===== src/rtl/uart_pkg.sv =====
// -----------------------------------------------------------------------------
// uart_pkg
//   Shared types and constants for the UART transmit path.
//   - uart_state_e : frame FSM states (IDLE, START, DATA, PARITY, STOP)
//   - DATA_W       : width of a data word (right-aligned, up to 9 bits)
//   - MIN_DATA / MAX_DATA : legal data-bit range; anything else sends DEF_DATA
//   - PAR_EVEN / PAR_ODD  : encodings of parity_type_i
//   Helper functions normalise illegal frame configuration and build the
//   data-bit mask used for parity.
// -----------------------------------------------------------------------------
package uart_pkg;

    localparam int unsigned DATA_W   = 9;
    localparam int unsigned MIN_DATA = 6;
    localparam int unsigned MAX_DATA = 9;
    localparam int unsigned DEF_DATA = 8;

    localparam logic PAR_EVEN = 1'b0;
    localparam logic PAR_ODD  = 1'b1;

    typedef enum logic [2:0] {
        IDLE   = 3'd0,
        START  = 3'd1,
        DATA   = 3'd2,
        PARITY = 3'd3,
        STOP   = 3'd4
    } uart_state_e;

    // Out-of-range data sizes fall back to 8 data bits.
    function automatic logic [3:0] eff_data_size(input logic [3:0] size);
        if ((size < 4'(MIN_DATA)) || (size > 4'(MAX_DATA))) begin
            return 4'(DEF_DATA);
        end
        return size;
    endfunction

    // A stop size of zero still sends one stop bit.
    function automatic logic [1:0] eff_stop_size(input logic [1:0] size);
        return (size == 2'd0) ? 2'd1 : size;
    endfunction

    // Ones in the low 'size' bit positions.
    function automatic logic [DATA_W-1:0] data_mask(input logic [3:0] size);
        logic [DATA_W-1:0] m;
        for (int i = 0; i < DATA_W; i++) begin
            m[i] = (int'(size) > i);
        end
        return m;
    endfunction

endpackage


===== src/rtl/uart_tx_fifo.sv =====
// -----------------------------------------------------------------------------
// uart_tx_fifo
//   Synchronous FIFO feeding the UART transmitter. Only compiled when
//   UART_TX_FIFO_EN is defined; the default build uses a single holding
//   register inside uart_tx instead.
//
//   Handshake (both sides): a word moves on the rising clk_i edge where
//   valid and ready are both high. in_ready_o depends only on fill level,
//   out_valid_o only on fill level, so neither depends on the other side's
//   valid/ready in the same cycle.
//
//   Ports
//     clk_i, rst_ni          clock, asynchronous active-low reset (empties FIFO)
//     in_valid_i/in_data_i   write side
//     in_ready_o             not full
//     out_valid_o/out_data_o read side; out_data_o is the head word
//     out_ready_i            consumer takes the head word
//
//   A word written into an empty FIFO appears on out_valid_o one cycle later.
// -----------------------------------------------------------------------------
`ifdef UART_TX_FIFO_EN
module uart_tx_fifo
    import uart_pkg::*;
#(
    parameter int unsigned DEPTH = 4,
    parameter int unsigned WIDTH = DATA_W
) (
    input  logic             clk_i,
    input  logic             rst_ni,
    input  logic             in_valid_i,
    input  logic [WIDTH-1:0] in_data_i,
    output logic             in_ready_o,
    output logic             out_valid_o,
    output logic [WIDTH-1:0] out_data_o,
    input  logic             out_ready_i
);

    localparam int unsigned AW = (DEPTH > 1) ? $clog2(DEPTH) : 1;
    localparam logic [AW:0] FULL_CNT = (AW+1)'(DEPTH);

    logic [WIDTH-1:0] mem_q [DEPTH];
    logic [WIDTH-1:0] mem_d [DEPTH];
    logic [AW-1:0]    wptr_q, wptr_d;
    logic [AW-1:0]    rptr_q, rptr_d;
    logic [AW:0]      cnt_q, cnt_d;
    logic             push, pop;

    assign in_ready_o  = (cnt_q != FULL_CNT);
    assign out_valid_o = (cnt_q != '0);
    assign out_data_o  = mem_q[rptr_q];

    assign push = in_valid_i & in_ready_o;
    assign pop  = out_valid_o & out_ready_i;

    always_comb begin
        mem_d  = mem_q;
        wptr_d = wptr_q;
        rptr_d = rptr_q;
        cnt_d  = cnt_q;
        if (push) begin
            mem_d[wptr_q] = in_data_i;
            wptr_d        = wptr_q + AW'(1);
        end
        if (pop) begin
            rptr_d = rptr_q + AW'(1);
        end
        if (push && !pop) begin
            cnt_d = cnt_q + (AW+1)'(1);
        end else if (pop && !push) begin
            cnt_d = cnt_q - (AW+1)'(1);
        end
    end

    always_ff @(posedge clk_i or negedge rst_ni) begin
        if (!rst_ni) begin
            for (int i = 0; i < DEPTH; i++) begin
                mem_q[i] <= '0;
            end
            wptr_q <= '0;
            rptr_q <= '0;
            cnt_q  <= '0;
        end else begin
            mem_q  <= mem_d;
            wptr_q <= wptr_d;
            rptr_q <= rptr_d;
            cnt_q  <= cnt_d;
        end
    end

endmodule
`endif


===== src/rtl/uart_tx.sv =====
// -----------------------------------------------------------------------------
// uart_tx
//   UART transmitter. Each accepted word becomes one frame on tx_o:
//   start bit (0), 6..9 data bits LSB first, optional parity, 1..3 stop bits.
//   The frame format is sampled once, when the frame starts, so config
//   changes during a frame only affect later frames.
//
//   Build option UART_TX_FIFO_EN:
//     defined   - FIFO_DEPTH-entry FIFO (uart_tx_fifo) buffers words
//     undefined - single holding register; one word can wait while another
//                 is shifting; FIFO_DEPTH has no effect
//
//   Handshake: a word is taken on the rising clk_i edge where tx_valid_i and
//   tx_ready_o are both high. tx_ready_o reflects buffer occupancy only and
//   never looks at tx_valid_i; data_i must be stable while tx_valid_i is high.
//
//   Ports
//     clk_i, rst_ni   clock, asynchronous active-low reset
//     en              bit strobe; the FSM and tx_o move only on edges with en=1
//     data_i          word to send (bits above the data size are ignored)
//     tx_valid_i      data_i valid
//     tx_ready_o      buffer can accept a word
//     data_size_i     data bits per frame (6..9, otherwise 8)
//     parity_size_i   1 = parity bit present
//     parity_type_i   0 = even, 1 = odd
//     stop_size_i     stop bits (1..3, 0 behaves as 1)
//     tx_o            serial line, idle high
//     busy_o          frame in progress
//     tx_done_o       one-cycle pulse after the edge that ends the last stop bit
//     dbg_state_o     current FSM state
// -----------------------------------------------------------------------------
module uart_tx
    import uart_pkg::*;
#(
    parameter int unsigned FIFO_DEPTH = 4
) (
    input  logic              clk_i,
    input  logic              rst_ni,
    input  logic              en,
    input  logic [DATA_W-1:0] data_i,
    input  logic              tx_valid_i,
    output logic              tx_ready_o,
    input  logic [3:0]        data_size_i,
    input  logic              parity_size_i,
    input  logic              parity_type_i,
    input  logic [1:0]        stop_size_i,
    output logic              tx_o,
    output logic              busy_o,
    output logic              tx_done_o,
    output uart_state_e       dbg_state_o
);

    if ((FIFO_DEPTH < 2) || ((FIFO_DEPTH & (FIFO_DEPTH - 1)) != 0)) begin : g_bad_fifo_depth
        $error("uart_tx: FIFO_DEPTH must be a power of two and at least 2");
    end

    // Word buffer between the register block and the shifter.
    logic              buf_valid;
    logic [DATA_W-1:0] buf_data;
    logic              take_word;   // FSM pops the head word this edge

`ifdef UART_TX_FIFO_EN
    uart_tx_fifo #(
        .DEPTH (FIFO_DEPTH),
        .WIDTH (DATA_W)
    ) u_fifo (
        .clk_i       (clk_i),
        .rst_ni      (rst_ni),
        .in_valid_i  (tx_valid_i),
        .in_data_i   (data_i),
        .in_ready_o  (tx_ready_o),
        .out_valid_o (buf_valid),
        .out_data_o  (buf_data),
        .out_ready_i (take_word)
    );
`else
    logic [DATA_W-1:0] hold_q, hold_d;
    logic              hold_valid_q, hold_valid_d;
    logic              hold_push;

    assign tx_ready_o = !hold_valid_q;
    assign hold_push  = tx_valid_i & tx_ready_o;

    // Push only when empty and pop only when full, so both never coincide.
    always_comb begin
        hold_d       = hold_q;
        hold_valid_d = hold_valid_q;
        if (take_word) begin
            hold_valid_d = 1'b0;
        end
        if (hold_push) begin
            hold_d       = data_i;
            hold_valid_d = 1'b1;
        end
    end

    always_ff @(posedge clk_i or negedge rst_ni) begin
        if (!rst_ni) begin
            hold_q       <= '0;
            hold_valid_q <= 1'b0;
        end else begin
            hold_q       <= hold_d;
            hold_valid_q <= hold_valid_d;
        end
    end

    assign buf_valid = hold_valid_q;
    assign buf_data  = hold_q;
`endif

    // Frame state.
    uart_state_e       state_q, state_d;
    logic [DATA_W-1:0] shift_q, shift_d;
    logic [3:0]        bit_cnt_q, bit_cnt_d;    // data bits left after the one on the line
    logic [1:0]        stop_cnt_q, stop_cnt_d;  // stop bits left after the one on the line
    logic              par_en_q, par_en_d;
    logic              par_bit_q, par_bit_d;
    logic              tx_q, tx_d;
    logic              done_q, done_d;

    // Values loaded when a new frame begins, taken from the live config.
    logic [3:0]        new_size;
    logic              new_par_bit;
    logic [1:0]        new_stop;

    assign new_size    = eff_data_size(data_size_i);
    assign new_stop    = eff_stop_size(stop_size_i);
    assign new_par_bit = (^(buf_data & data_mask(new_size))) ^ (parity_type_i == PAR_ODD);

    // A word is consumed from IDLE, or from the final stop bit so the next
    // frame starts with no idle gap.
    assign take_word = en && buf_valid &&
                       ((state_q == IDLE) || ((state_q == STOP) && (stop_cnt_q == 2'd0)));

    always_comb begin
        state_d    = state_q;
        shift_d    = shift_q;
        bit_cnt_d  = bit_cnt_q;
        stop_cnt_d = stop_cnt_q;
        par_en_d   = par_en_q;
        par_bit_d  = par_bit_q;
        tx_d       = tx_q;
        done_d     = 1'b0;

        if (en) begin
            unique case (state_q)
                IDLE: begin
                    tx_d = 1'b1;
                end
                START: begin
                    // First data bit goes out as the start bit ends.
                    state_d = DATA;
                    tx_d    = shift_q[0];
                    shift_d = shift_q >> 1;
                end
                DATA: begin
                    if (bit_cnt_q == 4'd0) begin
                        if (par_en_q) begin
                            state_d = PARITY;
                            tx_d    = par_bit_q;
                        end else begin
                            state_d = STOP;
                            tx_d    = 1'b1;
                        end
                    end else begin
                        tx_d      = shift_q[0];
                        shift_d   = shift_q >> 1;
                        bit_cnt_d = bit_cnt_q - 4'd1;
                    end
                end
                PARITY: begin
                    state_d = STOP;
                    tx_d    = 1'b1;
                end
                STOP: begin
                    tx_d = 1'b1;
                    if (stop_cnt_q == 2'd0) begin
                        done_d  = 1'b1;
                        state_d = IDLE;
                    end else begin
                        stop_cnt_d = stop_cnt_q - 2'd1;
                    end
                end
                default: begin
                    state_d = IDLE;
                    tx_d    = 1'b1;
                end
            endcase

            if (take_word) begin
                state_d    = START;
                tx_d       = 1'b0;
                shift_d    = buf_data;
                bit_cnt_d  = new_size - 4'd1;
                stop_cnt_d = new_stop - 2'd1;
                par_en_d   = parity_size_i;
                par_bit_d  = new_par_bit;
            end
        end
    end

    always_ff @(posedge clk_i or negedge rst_ni) begin
        if (!rst_ni) begin
            state_q    <= IDLE;
            shift_q    <= '0;
            bit_cnt_q  <= '0;
            stop_cnt_q <= '0;
            par_en_q   <= 1'b0;
            par_bit_q  <= 1'b0;
            tx_q       <= 1'b1;
            done_q     <= 1'b0;
        end else begin
            state_q    <= state_d;
            shift_q    <= shift_d;
            bit_cnt_q  <= bit_cnt_d;
            stop_cnt_q <= stop_cnt_d;
            par_en_q   <= par_en_d;
            par_bit_q  <= par_bit_d;
            tx_q       <= tx_d;
            done_q     <= done_d;
        end
    end

    assign tx_o        = tx_q;
    assign busy_o      = (state_q != IDLE);
    assign tx_done_o   = done_q;
    assign dbg_state_o = state_q;

endmodule


===== config.mk =====
export PLATFORM = sky130hd
export DESIGN_NAME = uart_tx
export DESIGN_NICKNAME = d
export VERILOG_FILES = /design/src/rtl/uart_pkg.sv /design/src/rtl/uart_tx_fifo.sv /design/src/rtl/uart_tx.sv
export SDC_FILE = /design/constraint.sdc
export NUM_CORES = 1
export LEC_CHECK = 0
export BUFFER_PORTS_ARGS = -buffer_cell sky130_fd_sc_hd__buf_2
export CORE_ASPECT_RATIO = 2
export CORE_UTILIZATION = 51
export CTS_CLUSTER_DIAMETER = 40
export DETAILED_ROUTE_END_ITERATION = 8
export GPL_TIMING_DRIVEN = 0
export PLACE_DENSITY = 0.83
export SYNTH_ARGS = -nofsm -noshare
export SYNTH_HDL_FRONTEND = slang
export SYNTH_SLANG_ARGS = --single-unit
export TNS_END_PERCENT = 100

===== constraint.sdc =====
create_clock -name clk_i -period 1.8 [get_ports clk_i]
set_input_delay 0.36 -clock clk_i [delete_from_list [all_inputs] [get_ports clk_i]]
set_output_delay 0.36 -clock clk_i [all_outputs]
set_load 0.005 [all_outputs]

==> results.toml <==
[placement]
dp.cells = 258
io_buffer_count = 27
dp_hpwl_mm = 2.80
place.gp.congestion = 0.953

[synth]
netlist_instances = 183
ys_ff_latch = 32
ys_seq_area_frac = 0.437
yosys_warnings = 0
synth_fp_nets = 208
synth_edf_count = 0
avgSynthCellArea_sq_um = 10.0
async_reset_ff_frac = 1.00
ys.flop_type = "dfrtp_1"
syn_area_sq_mm = 0.00183
ys_types = 44

[cells_and_area]
finalNetCount = 253
final_cells = 277
n_antenna_cell = 0
fill_cells = 275
area_delta_synth_final_pct = 29.2
finalCoreUtilization = 0.694
drive_gt1_frac = 0.419

[global_routing]
grt_pass1_wl_mm = 6.94
antenna_found_initial = 0
grt_overflow = 0
first_global_vias = 1531
grt_max_degree = 33
globalRouteTotalUtil = 0.252

[floorplanning]
core_area_sq_mm = 0.00342
rows = 30
initial_core_util = 0.537
die_w_um = 44.4
io_pins = 28
die-height_um = 86.8
die-area_sq_mm = 0.00385

[route]
drc = 0
ant_nets = 0
routed_wl_mm = 4.46
drtIter0Drc = 56
vias = 1551
avgRoutedWirePerCell_um = 16.1
via_per_inst = 5.60
drtPass1Iterations = 4

[power_and_ir_drop]
netSwitchingPower_mw = 1.69
combPwrFrac = 0.546
peakVddDrop_mv = 1.07
power.leakage_nw = 1.13
power_density_mw_per_mm2 = 1890
swShare = 0.378
seqPwrFrac = 0.305
clockPowerShare = 0.149
internal_power_mw = 2.78

[sta]
maxSlewViolCount = 0
clock.fmax_mhz = 540
rsz0062_at_grt = "true"
relSlewSlack = 0.528
finalHoldViolCount = 0
fin_ws_ps = -53.0
clock_skew_ps = 4.89
finalCritPeriodShare = 1.03
timing_worst_slew_pin_value_ps = 708
fin_crit_ps = 1850
finalSetupViolCount = 5

[clock_tree]
cts_made_buffers = 5
clkTransAtPathRegs_ps = 60
cts.sinks = 32
clkLatencyLatePin_ps = 290
cts_buffer_depth = 2
cts_tree = "done"
clock-root-buffer = "clkbuf_8"
h-tree-depth = 2

[critical_path]
worstPathCellList = "inv_2, ha_4, nor3b_4, a31oi_4, o21ai_4, buf_6, buf_16, mux2_4"
cp.arrival_ps = 2030
required_ps = 1970
startpoint_type = "register"
slowest_stage = "dfrtp_1"
path_class = "reg -> reg"
max_stage_delay_ps = 400
worstSetupEndpointType = "register"
path_max_fanout = 4

[status]
violations = "setup timing"
status = "finished with violations"

[run]
drv_cap = 0

[worst_hold_path]
holdCritPathClass = "in -> async"
==> worst paths after layout <==
kind,from,end,slack (ps),cells after the start
worst max-delay path,bit_cnt_q[0],shift_q[0],-50,8
worst min-delay path,rst_ni,dbg_state_o[0],120,1
worst max register to register,bit_cnt_q[0],shift_q[0],-50,8
worst min register to register,tx_o,tx_o,490,2
max in group asynchronous,rst_ni,shift_q[4],1230,1
min in group clk_i,parity_size_i,par_en_q,280,3
==> worst max-delay path, delay by kind of cell (launching register included) <==
kind | cells | cell delay [ps]
muxes | 1 | 290
adders and majority gates | 1 | 130
buffers and inverters | 3 | 330
DFF | 1 | 400
AOI/OAI and AO/OA | 2 | 310
and+or+nand+nor | 1 | 280
==> layer usage <==
metal	share of wire	vias up	track usage
met1	0.36	761	0.266
met5	0	-	0
met2	0.56	48	0.416
met3	0.037	16	0.0604
met4	0.039	0	0.185
li1	-	726	-
==> synthesized netlist by cell type, types with 2 or more instances <==
master    n  share of area
a21o_1    2         0.0082
a21oi_1   8          0.022
xnor2_1  11          0.053
buf_4     2         0.0082
nor2_1    9          0.018
nand4_1   2         0.0068
o21ai_0   5          0.014
nor2b_1   4          0.014
o31ai_1   2         0.0082
inv_1     9          0.018
and4_1    2         0.0096
buf_6     2          0.012
buf_2     5          0.014
ha_1      4          0.027
nor3_1    2         0.0055
mux2_2   19           0.12
dfrtp_1  31           0.42
mux2i_1   2          0.011
a31oi_1   2         0.0068
nand2_1  36          0.074
==> placed cells by master (no fill, tap or decap), types with 2 or more instances in the layout <==
cell type	synthesis	layout
nor3_1	2	2
o21ai_0	5	5
dfrtp_1	31	31
nor2_1	9	9
inv_2	0	4
nand2_1	36	36
a21oi_1	8	6
xnor2_1	11	11
inv_1	9	5
ha_2	0	3
buf_4	2	10
mux2_2	19	11
mux2i_1	2	2
buf_2	5	32
a21o_1	2	2
mux2_4	0	8
clkbuf_8	0	5
nand4_1	2	2
buf_6	2	5
o31ai_1	2	2
and4_1	2	2
nor2b_1	4	4
==> registers in the layout, indices dropped and copies added (netlist names) <==
register / cells
buf_valid: 1
dbg_state_o: 3
par_bit_q: 1
stop_cnt_q: 2
tx_o: 1
par_en_q: 1
shift_q: 9
tx_done_o: 1
buf_data: 9
bit_cnt_q: 4
==> power by group through the flow <==
stage | clock (mW) | sequential (mW) | combinational (mW)
after floorplan | 0 | 1.28 | 1.52
after global placement | 0 | 1.33 | 1.84
after detailed placement | 0 | 1.35 | 1.91
after CTS | 0.685 | 1.35 | 2.22
after global routing | 0.718 | 1.41 | 2.62
final | 0.668 | 1.36 | 2.44
==> logic make-up after synthesis <==
family | synth area share
fa+ha+maj | 0.0273
xor+xnor | 0.0648
simple gates | 0.168
compound gates | 0.121
mux | 0.128
flops | 0.437
buf+inv | 0.0546
==> through the flow <==
stage	TNS (ps)	instance area (sq um)	hold WS, ps	worst slack, ps	power, mW
after floorplan	-33.6	1860	64.4	-33.6	2.81
after global placement	-949	2060	448	-303	3.17
after detailed placement	-1780	2060	454	-336	3.26
after CTS	-79.4	2300	140	-28.1	4.25
after global routing	-483	2370	174	-86.8	4.74
final	-169	2370	118	-53.0	4.47
==> timing repair <==
action                                  CTS  global route
hold endpoints to repair                  0             0
pin swaps                                 2            10
hold buffers                              0             0
setup buffers                             5             7
endpoints found under the setup margin   12            14
gates resized for setup                  11            15
gates cloned                              1             0
==> final cells by class <==
cell class                 instances  area [sq um]  area share
multi-input combinational        132          1050       0.442
sequential                        32           802       0.338
timing repair buffer              39           256       0.108
clock buffer                       6          72.6      0.0306
buffer                             9          62.6      0.0264
tap                               48          60.1      0.0253
clock inverter                     2          35.0      0.0148
inverter                           9          33.8      0.0143
Power figures use the tool's default switching activity.
